==> src/rtl/invgate_pkg.sv <==
// Shared types and the stimulus pattern for the inverter built-in self-test.
package invgate_pkg;

   typedef enum logic [1:0] {
      IDLE   = 2'd0,
      SETTLE = 2'd1,
      CHECK  = 2'd2,
      DONE   = 2'd3
   } bist_state_t;

   // Alternating 0,1,0,1,... stimulus indexed by pattern number.
   function automatic logic pattern(input logic [31:0] idx);
      return (idx % 32'd2) != 32'd0;
   endfunction

endpackage

==> src/rtl/invgate_bist.sv <==
// Self-test engine: drives an alternating stimulus into the inverter, waits a
// settle window per pattern, then counts outputs that are not the complement.
module invgate_bist
   import invgate_pkg::*;
#(
   parameter int N_PATTERNS    = 16,
   parameter int SETTLE_CYCLES = 2
) (
   input  logic                            clk,
   input  logic                            rst,
   input  logic                            start,
   output logic                            dut_a,
   input  logic                            dut_b,
   output logic                            busy,
   output logic                            done,
   output logic                            pass,
   output logic [$clog2(N_PATTERNS+1)-1:0] err_count,
   output logic [$clog2(N_PATTERNS)-1:0]   first_fail
);

   localparam int EW = $clog2(N_PATTERNS + 1);
   localparam int IW = $clog2(N_PATTERNS);
   localparam int CW = (SETTLE_CYCLES > 1) ? $clog2(SETTLE_CYCLES) : 1;

   localparam logic [CW-1:0] CNT_LOAD = CW'(SETTLE_CYCLES - 1);
   localparam logic [IW-1:0] IDX_LAST = IW'(N_PATTERNS - 1);
   localparam logic [EW-1:0] ERR_MAX  = EW'(N_PATTERNS);

   bist_state_t   state_q, state_d;
   logic [IW-1:0] idx_q, idx_d;
   logic [CW-1:0] cnt_q, cnt_d;
   logic          dut_a_q, dut_a_d;
   logic          busy_q, busy_d;
   logic          done_q, done_d;
   logic          pass_q, pass_d;
   logic [EW-1:0] err_q, err_d;
   logic [IW-1:0] ff_q, ff_d;
   logic          mismatch_s;

   // A correct gate drives the complement, so equality is a failure.
   assign mismatch_s = (dut_b == dut_a_q);

   // Next-state and next-output decode for the test sequencer.
   always_comb begin
      state_d = state_q;
      idx_d   = idx_q;
      cnt_d   = cnt_q;
      dut_a_d = dut_a_q;
      busy_d  = busy_q;
      done_d  = 1'b0;
      pass_d  = pass_q;
      err_d   = err_q;
      ff_d    = ff_q;

      case (state_q)
         IDLE: begin
            if (start) begin
               dut_a_d = pattern(32'd0);
               idx_d   = {IW{1'b0}};
               cnt_d   = CNT_LOAD;
               err_d   = {EW{1'b0}};
               ff_d    = {IW{1'b0}};
               pass_d  = 1'b0;
               busy_d  = 1'b1;
               state_d = SETTLE;
            end else begin
               state_d = IDLE;
            end
         end

         SETTLE: begin
            if (cnt_q != {CW{1'b0}}) begin
               cnt_d = cnt_q - CW'(1);
            end else begin
               state_d = CHECK;
            end
         end

         CHECK: begin
            if (mismatch_s) begin
               if (err_q != ERR_MAX) begin
                  err_d = err_q + EW'(1);
               end else begin
                  err_d = err_q;
               end
               if (err_q == {EW{1'b0}}) begin
                  ff_d = idx_q;
               end else begin
                  ff_d = ff_q;
               end
            end else begin
               err_d = err_q;
            end

            if (idx_q == IDX_LAST) begin
               busy_d  = 1'b0;
               done_d  = 1'b1;
               state_d = DONE;
            end else begin
               idx_d   = idx_q + IW'(1);
               dut_a_d = pattern(32'(idx_q) + 32'd1);
               cnt_d   = CNT_LOAD;
               state_d = SETTLE;
            end
         end

         DONE: begin
            pass_d  = (err_q == {EW{1'b0}});
            state_d = IDLE;
         end

         default: begin
            busy_d  = 1'b0;
            state_d = IDLE;
         end
      endcase
   end

   // State and result registers; reset aborts any run in progress.
   always_ff @(posedge clk or posedge rst) begin
      if (rst) begin
         state_q <= IDLE;
         idx_q   <= {IW{1'b0}};
         cnt_q   <= {CW{1'b0}};
         dut_a_q <= 1'b0;
         busy_q  <= 1'b0;
         done_q  <= 1'b0;
         pass_q  <= 1'b0;
         err_q   <= {EW{1'b0}};
         ff_q    <= {IW{1'b0}};
      end else begin
         state_q <= state_d;
         idx_q   <= idx_d;
         cnt_q   <= cnt_d;
         dut_a_q <= dut_a_d;
         busy_q  <= busy_d;
         done_q  <= done_d;
         pass_q  <= pass_d;
         err_q   <= err_d;
         ff_q    <= ff_d;
      end
   end

   assign dut_a      = dut_a_q;
   assign busy       = busy_q;
   assign done       = done_q;
   assign pass       = pass_q;
   assign err_count  = err_q;
   assign first_fail = ff_q;

endmodule
==> config.mk <==
export PLATFORM = sky130hd
export DESIGN_NAME = invgate_bist
export DESIGN_NICKNAME = d
export VERILOG_FILES = /design/src/rtl/invgate_pkg.sv /design/src/rtl/invgate_bist.sv
export SDC_FILE = /design/constraint.sdc
export NUM_CORES = 1
export LEC_CHECK = 0
export ABC_AREA = 1
export CAP_MARGIN = 20
export CORE_ASPECT_RATIO = 1.1
export CORE_MARGIN = 5
export CORE_UTILIZATION = 52
export CTS_CLUSTER_SIZE = 28
export DETAILED_ROUTE_END_ITERATION = 12
export PLACE_DENSITY = 0.78
export SLEW_MARGIN = 30
export SYNTH_ARGS = -nofsm -noshare
export SYNTH_HDL_FRONTEND = slang
export SYNTH_SLANG_ARGS = --single-unit
==> constraint.sdc <==
create_clock -name clk -period 1.65 [get_ports clk]
set_input_delay 0.33 -clock clk [delete_from_list [all_inputs] [get_ports clk]]
set_output_delay 0.33 -clock clk [all_outputs]
set_load 0.01 [all_outputs]
==> flow_summary_export.csv <==
group,metric,value,unit
cts,number_of_buffers_on_the_longest_clock_path,2,
yosys,synth_fp_nets,141,
yosys,synthesized_instance_count,134,
cells_and_area,final_layout_size_suffix_gt1_share,21.38,%
yosys,synth_compound_area_share,3.972,%
cts,clk_transition_reported_paths,0.11,ns
power,power.density_cell_area,1268,nW/um2
detailed_routing,postRouteAntennaNets,0,
setup_path,startpoint_type,"flop",
cts,numCtsBuffers,3,
placement,place.gp.congestion,0.9024,
yosys,synth-seq-area-share,44.39,%
yosys,yosys_warnings,0,
detailed_routing,first_pass_iters,4,
setup_path,critical_path.cell_chain,"clkdlybuf4s50_1",
yosys,netlist_top_cells_area,"dfrtp_1 44%, nand2_1 12%, nand3_1 7.9%",
timing,rsz_0062_raised_after_global_routing,"no",
die,die_y,57.60,um
die,placementRows,17,
power,power.static_leakage,0.6390,nW
yosys,unique_cell_type_count_in_the_yosys_netlist,19,
yosys,yosys.cell_count.top_type,"nand2_1",
cts,clockRootBuffer,"clkbuf_4",
die,fp.dieArea,3068,um2
setup_path,worstPathArrival,1.26,ns
global_routing,grt_pass1_vias,956,
placement,port_buffers,16,
yosys,synth.top_cell.area_share,44.39,%
timing,final_period_minus_worst_setup_slack,1.590,ns
yosys,netlist.top_cell.by_area,"dfrtp_1",
setup_path,critical_path.max_stage_delay,0.55,ns
timing,finalHoldViolCount,0,
global_routing,grt.overflow.total,0,
worst_hold_path,timing.hold.worst.class,"input pin to async pin",
power,power.ir.vdd_worst,0.7576,mV
setup_path,critical_path.max_fanout,5,
global_routing,antenna_violations_before_repair,0,
timing,finalSetupTns,0,ns
timing,final_max_slew_viol_count,0,
yosys,synth_fa_ha_area_share,3.505,%
yosys,synth_simple_gate_area_share,39.25,%
yosys,postSynth.asyncResetShare,100.0,%
yosys,synth_flop_cell,"dfrtp_1",
yosys,largest_family_of_logic_cells_by_synthesized_area,"simple AND/OR/NAND/NOR gates",
yosys,synth_top_cells_by_count,"35 x nand2_1, 19 x dfrtp_1, 17 x nand3_1, 13 x nor2_1, 12 x inv_1",
global_routing,wire_length_of_the_first_global_routing_pass,4.022,mm
global_routing,maximum_number_of_pins_on_one_net_before_global_route_repair,20,
cells_and_area,fin_util,67.24,%
global_routing,grt_usage,17.28,%
timing,timing.slew.headroom,78.98,%
setup_path,crit_path_end_kind,"output pin",
flow_run,cap_violations,0,
timing,worst_hold_slack,0.3340,ns
yosys,post_synth_mux_area_share,0,%
detailed_routing,drtIter0Drc,19,
cells_and_area,synthToLayoutAreaGrowth,24.18,%
cells_and_area,final_net_count,167,
detailed_routing,drt-wirelength-per-cell,11.54,um
setup_path,worst-setup-path-type,"flop to output pin",
timing,setup_viol,0,
die,io_pins,17,
cts,tritoncts,"yes",
cts,num_clock_sinks,19,
placement,dp.final_hpwl,1.647,mm
detailed_routing,totalWireLength,2.158,mm
die,initial_utilization,54.14,%
setup_path,crit_buf_inv,1,
setup_path,data_required_time_at_the_worst_endpoint,1.32,ns
yosys,syn_area,1071,um2
outcome,outcome,"finished, final reports clean",
timing,final.period_utilization,96.34,%
yosys,ys_ff_latch,19,
cts,h-tree-depth,1,
timing,finClkSkew,0.005927,ns
timing,max_freq,629.1,MHz
setup_path,cpMaxStageDelayCell,"clkdlybuf4s50_1",
cells_and_area,fillCellCount,179,
setup_path,timing.critical_path.max_delay_family,"buffers and inverters",
yosys,synth_enable_flop_cells,0,
detailed_routing,detail_route.drc_violations,0,
die,die_width,53.27,um
detailed_routing,routed-via-count,945,
detailed_routing,avgViaCountPerCell,5.053,
yosys,synth_xor_xnor_area_share,0.8178,%
yosys,syn_avg_cell_area,7.993,um2
cts,worstSkewPairLatency,0.30,ns
timing,worst_margin_pin_slew,0.3142,ns
die,core_region_area,1978,um2
cells_and_area,diodes,0,
flip-flops by register name (all words and copies together) (netlist names):
name and count:
busy 1, cnt_q 1, done 1, dut_a 1, err_count 5, first_fail 4
idx_q 3, pass 1, state_q 2
layer usage:
layer	track usage, %	share of wire [%]	vias up
met4	8.394	0.79	0
met3	2.611	2.1	2
li1	-	-	479
met1	22.30	46	453
met5	0	0	-
met2	27.67	52	11
report_power, final:
group / internal, mW / switching [mW] / leakage (nW) / total (mW)
Sequential: 0.569 / 0.0960 / 0.244 / 0.665
Clock: 0.0903 / 0.147 / 0.0177 / 0.237
Combinational: 0.311 / 0.472 / 0.378 / 0.783
Total: 0.971 / 0.715 / 0.639 / 1.69
metrics by stage:
step	instance area [um2]	std cells	power, mW	worst slack, ns
6_report	1330	187	1.686	0.06044
4_1_cts	1291	182	1.657	0.0007304
2_1_floorplan	1071	134	1.230	0.3775
3_3_place_gp	1251	177	1.382	0.2016
5_1_grt	1330	187	1.839	0.01900
3_5_place_dp	1251	177	1.407	0.1794
kinds of logic after synthesis:
family          Yosys count
compound gates            8
xor+xnor                  1
fa+ha+maj                 3
buf+inv                  19
flops                    19
simple gates             84
placed cells by master, fill, tap and decap left out, drive strengths merged:
cell type / Yosys / layout
xnor2: 1 / 1
o21ai: 7 / 7
clkinv: 0 / 1
inv: 17 / 17
nand3: 20 / 20
o21a: 1 / 1
clkbuf: 0 / 3
or2: 1 / 1
nand4: 6 / 6
dfrtp: 19 / 19
ha: 3 / 3
nor2: 18 / 18
buf: 2 / 7
nand2: 39 / 39
clkdlybuf4s50: 0 / 16
worst min-delay path, delay by kind of cell:
kind	cells	cell delay [ns]
buf+inv	3	0.69
path summary, 6_finish.rpt:
path / slack (ns) / startpoint / cells after the start / end
setup / recovery: 0.06 / err_count[4] / 1 / err_count[4]
hold / removal: 0.33 / rst / 3 / idx_q[1]
setup reg to reg: 0.21 / err_count[0] / 8 / first_fail[0]
hold reg to reg: 0.49 / first_fail[1] / 2 / first_fail[1]
max in group asynchronous: 1.10 / rst / 3 / err_count[4]
min in group clk: 0.49 / first_fail[1] / 2 / first_fail[1]
cell type report:
type                    count  area, um2  share of cell area (%)
clock buffers               3      22.52                   1.693
clock inverters             1      5.005                  0.3763
flip-flops and latches     19      481.7                   36.22
repair buffers             23      212.7                   15.99
well taps                  28      35.03                   2.634
inverters                  17      63.81                   4.798
multi-input cells          96      509.2                   38.29
repair_timing:
item | CTS | global route
gates resized for setup | 4 | 1
endpoints found under the setup margin | 5 | 5
hold buffers | 0 | 0
hold endpoints to repair | 0 | 0
setup buffers | 1 | 5
Power figures use the tool's default switching activity.
